**src/rtl/bht_ctrl_pkg.sv**
```systemverilog
// Shared encodings for the branch history table controller: 2-bit predictor
// counter states and controller FSM states.
package bht_ctrl_pkg;

    typedef enum logic [1:0] {
        STRONGLY_NOT_TAKEN = 2'b00,
        WEAKLY_NOT_TAKEN   = 2'b01,
        WEAKLY_TAKEN       = 2'b10,
        STRONGLY_TAKEN     = 2'b11
    } ctr_t;

    typedef enum logic {
        INIT = 1'b0,
        RUN  = 1'b1
    } state_t;

endpackage

```
**src/rtl/bht_update_fifo.sv**
```systemverilog
// Synchronous FIFO holding resolved-branch updates; show-ahead read port,
// synchronous reset and clear.
module bht_update_fifo #(
    parameter int unsigned WIDTH = 5,
    parameter int unsigned DEPTH = 2
) (
    input  logic                   clk,
    input  logic                   rst,
    input  logic                   clr,
    input  logic                   push,
    input  logic                   pop,
    input  logic [WIDTH-1:0]       din,
    output logic [WIDTH-1:0]       dout,
    output logic                   full,
    output logic                   empty,
    output logic [$clog2(DEPTH):0] count
);

    localparam int unsigned AW = $clog2(DEPTH);
    localparam int unsigned CW = AW + 1;

    logic [WIDTH-1:0] mem_q [DEPTH];
    logic [AW-1:0]    wr_ptr_q;
    logic [AW-1:0]    rd_ptr_q;
    logic [CW-1:0]    count_q;
    logic             push_ok;
    logic             pop_ok;
    logic             wipe;

    assign wipe    = rst | clr;
    assign full    = (count_q == CW'(DEPTH));
    assign empty   = (count_q == '0);
    assign count   = count_q;
    assign dout    = mem_q[rd_ptr_q];
    assign push_ok = push & ~full;
    assign pop_ok  = pop & ~empty;

    always_ff @(posedge clk) begin
        if (wipe) begin
            wr_ptr_q <= '0;
            rd_ptr_q <= '0;
            count_q  <= '0;
        end else begin
            if (push_ok) wr_ptr_q <= wr_ptr_q + AW'(1);
            if (pop_ok)  rd_ptr_q <= rd_ptr_q + AW'(1);
            count_q <= count_q + CW'(push_ok) - CW'(pop_ok);
        end
    end

    always_ff @(posedge clk) begin
        if (push_ok && !wipe) mem_q[wr_ptr_q] <= din;
    end

endmodule

```
**src/rtl/bht_ctrl.sv**
```systemverilog
// Branch history table controller: 2-bit counters, 1-cycle lookup with write
// bypass, queued updates, init sweep. Optional counters under BHT_STATS_EN.
module bht_ctrl
    import bht_ctrl_pkg::*;
#(
    parameter int unsigned IDX_W     = 4,
    parameter int unsigned UPD_DEPTH = 2
) (
    input  logic             clk,
    input  logic             rst,
    input  logic             flush,
    input  logic             lk_valid,
    input  logic [IDX_W-1:0] lk_idx,
    output logic             pred_valid,
    output logic [IDX_W-1:0] pred_idx,
    output logic             pred_taken,
    input  logic             upd_valid,
    output logic             upd_ready,
    input  logic [IDX_W-1:0] upd_idx,
    input  logic             upd_mispredict,
    output logic             busy
`ifdef BHT_STATS_EN
    ,
    output logic [31:0]      stat_updates,
    output logic [31:0]      stat_mispredicts
`endif
);

    localparam int unsigned ENTRIES = 1 << IDX_W;
    localparam int unsigned FIFO_W  = IDX_W + 1;
    localparam int unsigned CNT_W   = $clog2(UPD_DEPTH) + 1;

    state_t           state_q, state_d;
    logic [IDX_W-1:0] init_ptr_q;
    ctr_t             tbl_q [ENTRIES];

    logic              clr;
    logic              fifo_push, fifo_pop, fifo_full, fifo_empty;
    logic [FIFO_W-1:0] fifo_din, fifo_dout;
    logic [CNT_W-1:0]  fifo_count;
    logic [IDX_W-1:0]  head_idx;
    logic              head_mis;
    ctr_t              head_ctr, head_nxt;
    logic              wr_en;
    logic [IDX_W-1:0]  wr_idx;
    ctr_t              wr_val;
    ctr_t              lk_ctr;
    logic              lk_taken;

    assign clr       = rst | flush;
    assign fifo_din  = {upd_idx, upd_mispredict};
    assign fifo_push = upd_valid & upd_ready & ~fifo_full;
    assign head_idx  = fifo_dout[FIFO_W-1:1];
    assign head_mis  = fifo_dout[0];
    assign head_ctr  = tbl_q[head_idx];
    assign lk_ctr    = tbl_q[lk_idx];

    bht_update_fifo #(
        .WIDTH (FIFO_W),
        .DEPTH (UPD_DEPTH)
    ) u_fifo (
        .clk   (clk),
        .rst   (rst),
        .clr   (flush),
        .push  (fifo_push),
        .pop   (fifo_pop),
        .din   (fifo_din),
        .dout  (fifo_dout),
        .full  (fifo_full),
        .empty (fifo_empty),
        .count (fifo_count)
    );

    // Saturating counter step for the update at the FIFO head
    always_comb begin
        head_nxt = head_ctr;
        case (head_ctr)
            STRONGLY_TAKEN:     head_nxt = head_mis ? WEAKLY_TAKEN     : STRONGLY_TAKEN;
            WEAKLY_TAKEN:       head_nxt = head_mis ? WEAKLY_NOT_TAKEN : STRONGLY_TAKEN;
            WEAKLY_NOT_TAKEN:   head_nxt = head_mis ? WEAKLY_TAKEN     : STRONGLY_NOT_TAKEN;
            STRONGLY_NOT_TAKEN: head_nxt = head_mis ? WEAKLY_NOT_TAKEN : STRONGLY_NOT_TAKEN;
            default:            head_nxt = head_ctr;
        endcase
    end

    always_comb begin
        state_d   = state_q;
        busy      = 1'b0;
        upd_ready = 1'b0;
        fifo_pop  = 1'b0;
        wr_en     = 1'b0;
        wr_idx    = init_ptr_q;
        wr_val    = WEAKLY_TAKEN;
        case (state_q)
            INIT: begin
                busy  = 1'b1;
                wr_en = 1'b1;
                if (init_ptr_q == IDX_W'(ENTRIES - 1)) state_d = RUN;
            end
            RUN: begin
                upd_ready = (fifo_count < CNT_W'(UPD_DEPTH));
                if (!fifo_empty) begin
                    fifo_pop = 1'b1;
                    wr_en    = 1'b1;
                    wr_idx   = head_idx;
                    wr_val   = head_nxt;
                end
            end
            default: state_d = INIT;
        endcase
        // Reset/flush wins: restart the sweep and suppress any table write
        if (clr) begin
            state_d  = INIT;
            fifo_pop = 1'b0;
            wr_en    = 1'b0;
        end
    end

    always_ff @(posedge clk) begin
        state_q <= state_d;
    end

    always_ff @(posedge clk) begin
        if (clr)                   init_ptr_q <= '0;
        else if (state_q == INIT)  init_ptr_q <= init_ptr_q + IDX_W'(1);
    end

    always_ff @(posedge clk) begin
        if (wr_en) tbl_q[wr_idx] <= wr_val;
    end

    // Lookup sees the entry being written this cycle, not queued updates
    always_comb begin
        lk_taken = lk_ctr[1];
        if (state_q == INIT)                     lk_taken = 1'b1;
        else if (wr_en && (wr_idx == lk_idx))    lk_taken = wr_val[1];
    end

    always_ff @(posedge clk) begin
        if (clr) begin
            pred_valid <= 1'b0;
            pred_idx   <= '0;
            pred_taken <= 1'b0;
        end else begin
            pred_valid <= lk_valid;
            pred_idx   <= lk_idx;
            pred_taken <= lk_valid & lk_taken;
        end
    end

`ifdef BHT_STATS_EN
    always_ff @(posedge clk) begin
        if (clr) begin
            stat_updates     <= '0;
            stat_mispredicts <= '0;
        end else if (fifo_pop) begin
            stat_updates <= stat_updates + 32'(1);
            if (head_mis) stat_mispredicts <= stat_mispredicts + 32'(1);
        end
    end
`endif

endmodule

```
**config.mk**
```make
export PLATFORM = sky130hd
export DESIGN_NAME = bht_ctrl
export DESIGN_NICKNAME = d
export VERILOG_FILES = /design/src/rtl/bht_ctrl_pkg.sv /design/src/rtl/bht_update_fifo.sv /design/src/rtl/bht_ctrl.sv
export SDC_FILE = /design/constraint.sdc
export NUM_CORES = 1
export LEC_CHECK = 0
export ABC_AREA = 0
export CORE_ASPECT_RATIO = 0.7
export CORE_MARGIN = 4
export CORE_UTILIZATION = 50
export DETAILED_ROUTE_END_ITERATION = 8
export PLACE_DENSITY_LB_ADDON = 0.2
export SLEW_MARGIN = 20
export SYNTH_ARGS = -nofsm -noshare
export SYNTH_HDL_FRONTEND = slang
export SYNTH_SLANG_ARGS = --single-unit
```
**constraint.sdc**
```tcl
create_clock -name clk -period 3.41 [get_ports clk]
set_input_delay 0.682 -clock clk [delete_from_list [all_inputs] [get_ports clk]]
set_output_delay 0.682 -clock clk [all_outputs]
set_load 0.05 [all_outputs]
```
==> results of run 1 <==
## logic make-up (layout without fill, tap and decap cells)
family / Yosys count / count (layout) / share of synthesized area
flip-flops: 58 / 58 / 0.560
multiplexers: 25 / 25 / 0.121
AND/OR/NAND/NOR: 83 / 83 / 0.139
buffers and inverters: 16 / 49 / 0.0279
AO/OA/AOI/OAI: 39 / 39 / 0.102
adder cells (fa/ha/maj): 3 / 3 / 0.0133
XOR/XNOR: 12 / 12 / 0.0372
## metal layers
layer	up-vias	track usage	part of all wire
met5	-	0	0
met4	0	0.0553	0.012
met3	7	0.0798	0.072
met2	55	0.269	0.45
met1	954	0.255	0.46
li1	928	-	-
## metrics by stage
step	power, mW	setup WS, ns	utilization
after floorplan	0.804	0.945	-
after global placement	0.833	0.650	0.582
after detailed placement	0.834	0.590	0.582
after CTS	1.43	0.638	0.617
after global routing	1.46	0.453	0.617
final	1.41	0.654	0.617
## state kept, by name, indices dropped and copies added (netlist names), named ones only
name,cells
pred_valid,1
u_fifo.mem_q,10
pred_idx,4
state_q,1
init_ptr_q,4
u_fifo.wr_ptr_q,1
tbl_q,32
u_fifo.rd_ptr_q,1
pred_taken,1
u_fifo.count,2
## power groups by stage
stage	Clock (mW)	Sequential (mW)	Combinational (mW)
floorplan	0	0.781	0.0228
global placement	0	0.772	0.0616
detailed placement	0	0.771	0.0623
CTS	0.609	0.756	0.0626
global route	0.638	0.756	0.0675
finish	0.593	0.756	0.0621
## layout make-up
type | count | area, um2 | share of cell area
flip-flops and latches | 58 | 1580 | 0.480
clock buffers | 10 | 128 | 0.0387
well taps | 72 | 90.1 | 0.0273
multi-input cells | 162 | 1160 | 0.353
clock inverters | 6 | 57.6 | 0.0175
inverters | 7 | 26.3 | 0.00798
repair buffers | 26 | 248 | 0.0752
## critical path, cell delays in order (launching register included)
cell	delay, ns
dfxtp_1	0.40
mux2i_4	0.39
buf_4	0.28
mux2i_1	0.24
o221ai_1	0.21
a211oi_4	0.30
o2111ai_2	0.42
mux2i_1	0.30
a21boi_1	0.09
## layout by cell type (no fill, tap or decap), drive strengths merged, types with 3 or more instances in the layout
cell type,n
edfxtp,42
buf,5
inv,7
nor2,36
clkdlybuf4s50,21
mux2i,17
ha,3
mux4,6
dfxtp,16
clkbuf,10
o21ai,8
o32a,3
a21oi,6
xor2,6
clkinv,4
xnor2,6
nand3,3
nand2b,5
nand2,17
and2,8
o22ai,5
## worst paths after layout
| path | slack, ns | to | startpoint |
|---|---|---|---|
| min | 0.51 | u_fifo.rd_ptr_q | u_fifo.rd_ptr_q |
| max | 0.65 | pred_taken | flip-flop |
| max reg2reg | 0.65 | pred_taken | flip-flop |
| min reg2reg | 0.51 | u_fifo.rd_ptr_q | u_fifo.rd_ptr_q |
==> out/metrics.csv, run 1 <==
metric;value;unit
result_of_the_run;finished clean;
routabilityCongestion;0.933;
chipWidth;97.8;um
timing.fmax;363;MHz
worst-endpoint-required;3.62;ns
numCtsBuffers;9;
initial_antenna_violation_count;0;
timing.critical_path.arrival;2.97;ns
std_cell_core_area;0.00534;mm2
dieHeight;70.9;um
netSwitchingFraction;0.210;
slew_headroom;0.389;
final_max_slew_viol_count;0;
cts_resized;0;
detailed_route_via_count;1944;
ys_dominant_reg_cell;edfxtp_1;
ys_warn_count;0;
synth.cell_area;0.00282;mm2
detail-route-antenna-nets;0;
n_fill_cell;443;
drcViolationCount;0;
post_drt_via_cell_ratio;5.70;
seq_power_share;0.536;
grt_max_degree;23;
edff_count_synth;42;
synth.lib_cells_used.distinct;48;
rsz0062_at_grt;no;
synthTopCellsByArea;edfxtp_1 (45%), dfxtp_1 (11%), mux2i_1 (5.7%);
synth.cells.most_frequent;edfxtp_1 (42), nor2_1 (36), nand2_1 (17), dfxtp_1 (16), mux2i_1 (16);
track_usage;0.186;
detail_route.first_pass.iterations;4;
path_clk_slew;0.06;ns
layout_min_cycle_time;2.76;ns
setup_violations;0;
post-route-period-util;0.808;
critPathKind;reg2reg;
skew;0.0107;ns
fin_nets;281;
numClockSinks;58;
post_cts.repair.setup_buffers;0;
p_per_area;428;mW/mm2
finalHoldViolations;0;
internal_power;1.12;mW
place.port_buffers;21;
p_leak;1.05;nW
synth.most_common_cell;edfxtp_1;
clock_insertion_delay_worst_skew;0.34;ns
worst_slew_pin_slew;0.910;ns
number_of_global_route_vias_before_repair;1800;
first_pass_grt_wire_length;9.52;mm
setup_total_negative_slack;0;ns
synth_top_cell_by_area;edfxtp_1;
rr_worst_depth;8;
ys_ff_latch;58;
cts_htree_levels;3;
worst_setup_path_end_kind;flip-flop;
final_cell_count_no_fill;341;
synth-seq-area-share;0.560;
netSwitchingPower;0.296;mW
boundaryPins;22;
peakVddDrop;0.000269;V
avgRoutedWirePerCell;17.7;um
drt_iter0_markers;136;
cts_hold_repair.buffers;0;
startpoint_type;flip-flop;
holdCritPathClass;reg2reg;
post_route_cells_drive_above_1_share;0.130;
crit_fanout;17;
initial_util;0.529;
finish.instance_area;0.00329;mm2
postSynthNetCount;253;
clockRootBuffer;clkbuf_8;
synth_top_cell_area_share;0.447;
placement_rows;22;
gate_count_of_the_mapped_netlist;236;
place.detailed.hpwl;4.52;mm
async_set_or_reset_register_ratio_after_synthesis;0;
finalHoldWorstSlack;0.509;ns
die-area;0.00693;mm2
max_cap_viol_count;0;
syn-mean-instance-area;12.0;um2
dp_cells;325;
grt_remaining_overflow;0;
detail_route.wirelength;6.03;mm
antenna_cells_inserted;0;
post_dp_cell_area;0.00311;mm2
logic_gate_share_of_total_power;0.044;
ctsLongestPathBuffers;2;
worst_hold_path.num_cells;2;
area.growth.synth_to_final;16.7;%
cts_tree;yes;
clockPowerShare;0.420;
No activity file was read; power rests on OpenSTA's default activity.
==> run 2, diff against run 1 <==
- clock period: 3.41 -> 2.5 ns (I/O delays scaled with it)
==> out/metrics.csv, run 2 (synthesis results as in run 1) <==
metric;value;unit
first_pass_grt_wire_length;10.0;mm
slowest_delay;0.54;ns
finish.instance_area;0.00339;mm2
std_cell_core_area;0.00534;mm2
post_route_cells_drive_above_1_share;0.150;
detail_route.first_pass.iterations;4;
holdCritPathClass;reg2reg;
path_buf_inv;1;
area.growth.synth_to_final;20.0;%
path_clk_slew;0.06;ns
layout_min_cycle_time;2.38;ns
detail-route-antenna-nets;0;
result_of_the_run;finished clean;
worst_hold_path.num_cells;2;
layout_common_cells;edfxtp_1 (42), nor2_1 (36), clkdlybuf4s50_1 (20);
internal_power;1.52;mW
chipWidth;97.8;um
cts_htree_levels;3;
largest_register_ffs;32;
max_cap_viol_count;0;
place.port_buffers;21;
setup_total_negative_slack;0;ns
slew_headroom;0.582;
netSwitchingFraction;0.208;
finalHoldWorstSlack;0.512;ns
peakVddDrop;0.000443;V
initial_antenna_violation_count;0;
skew;0.00901;ns
crit_slowest_cell;mux4_2;
postLayoutCoreUtil;0.634;
finalHoldViolations;0;
ctsLongestPathBuffers;2;
reg_area;0.00158;mm2
boundaryPins;22;
logic_gate_share_of_total_power;0.047;
reg_top3;tbl_q x32, u_fifo.mem_q x10;
rr_worst_depth;6;
clock_insertion_delay_worst_skew;0.34;ns
p_per_area;566;mW/mm2
grt_max_degree;23;
crit_path_cell_trace;mux2i_4 -> mux4_2 -> and2_4 -> a211oi_4 -> o2111ai_2 -> buf_12;
area_of_the_multi_input_gates;0.00116;mm2
cts_tree;yes;
drcViolationCount;0;
numClockSinks;58;
antenna_cells_inserted;0;
critPathKind;reg2reg;
post_drt_via_cell_ratio;5.57;
number_of_global_route_vias_before_repair;1932;
numCtsBuffers;9;
crit_fanout;16;
post_dp_cell_area;0.00318;mm2
timing.fmax;420;MHz
drt_iter0_markers;165;
worst-endpoint-required;2.58;ns
avgRoutedWirePerCell;17.6;um
p_leak;1.11;nW
worst_slew_pin_slew;0.622;ns
routabilityCongestion;0.905;
top_register_by_number_of_flip_flops;tbl_q;
hold_path_startpoint;u_fifo.rd_ptr_q;
dieHeight;70.9;um
category_of_cells_accounting_for_the_largest_share_of_critical_path_delay;multiplexers;
post-route-period-util;0.952;
setup_violations;0;
timing.critical_path.arrival;2.46;ns
clockRootBuffer;clkbuf_8;
seq_power_share;0.538;
rsz0062_at_grt;no;
initial_util;0.529;
fin_nets;292;
detail_route.wirelength;6.20;mm
place.detailed.hpwl;4.67;mm
total_power;1.92;mW
mostFrequentLayoutCell;edfxtp_1;
clockPowerShare;0.415;
worst_setup_path_end_kind;flip-flop;
die-area;0.00693;mm2
netSwitchingPower;0.398;mW
detailed_route_via_count;1962;
final_max_slew_viol_count;0;
track_usage;0.193;
n_fill_cell;427;
grt_remaining_overflow;0;
startpoint_type;flip-flop;
placement_rows;22;
cp_num_cells;6;
run 2: cell count changes in the layout (fill, tap and decap cells not counted), sizes merged:
cell / before / now
buf: 5 / 16
clkbuf: 10 / 11
dlygate4sd2: 0 / 1
clkdlybuf4s50: 21 / 20
clkinvlp: 1 / 0
run 2: final timing paths:
path / to / slack (ns)
worst max register to register: tbl_q[3][1] / 0.12
worst min-delay path: u_fifo.rd_ptr_q / 0.51
worst min register to register: u_fifo.rd_ptr_q / 0.51
worst max-delay path: tbl_q[3][1] / 0.12
run 2: area by class of cell:
| cell class | instances | area share |
|---|---|---|
| Clock buffer | 11 | 0.0388 |
| Clock inverter | 5 | 0.0137 |
| Inverter | 7 | 0.00775 |
| Multi-Input combinational cell | 162 | 0.343 |
| Sequential cell | 58 | 0.467 |
| Tap cell | 72 | 0.0266 |
| Timing Repair Buffer | 37 | 0.103 |
run 2: metal layers:
layer	vias to the layer above	routed length (um)	track usage
met5	-	0	0
met4	0	66	0.0645
met3	8	365	0.0650
met2	55	2730	0.276
met1	954	3040	0.278
li1	945	-	-
run 2: stage by stage:
step / worst slack [ns] / cells
2_1_floorplan: 0.0347 / 236
3_3_place_gp: -0.00701 / 333
3_5_place_dp: -0.0505 / 333
4_1_cts: 0.0773 / 349
5_1_grt: 0.0146 / 352
6_report: 0.119 / 352
run 2: power by group through the flow:
stage                     sequential (mW)  combinational, mW  clock (mW)
after floorplan                      1.07             0.0311           0
after detailed placement             1.05             0.0906           0
after global placement               1.05             0.0882           0
after global routing                 1.03             0.0971       0.870
after CTS                            1.03             0.0909       0.817
final                                1.03             0.0899       0.797
run 2: worst min-delay path: cells and delay by family, from the launching register on:
kind             cells  cell delay [ns]
flip-flops           1             0.33
XOR/XNOR             1             0.08
AND/OR/NAND/NOR      1             0.07
run 2: what timing repair did:
action                     CTS  global route
setup buffers                0             3
resized for setup            1             2
setup endpoints to repair    1            32
hold buffers                 0             0
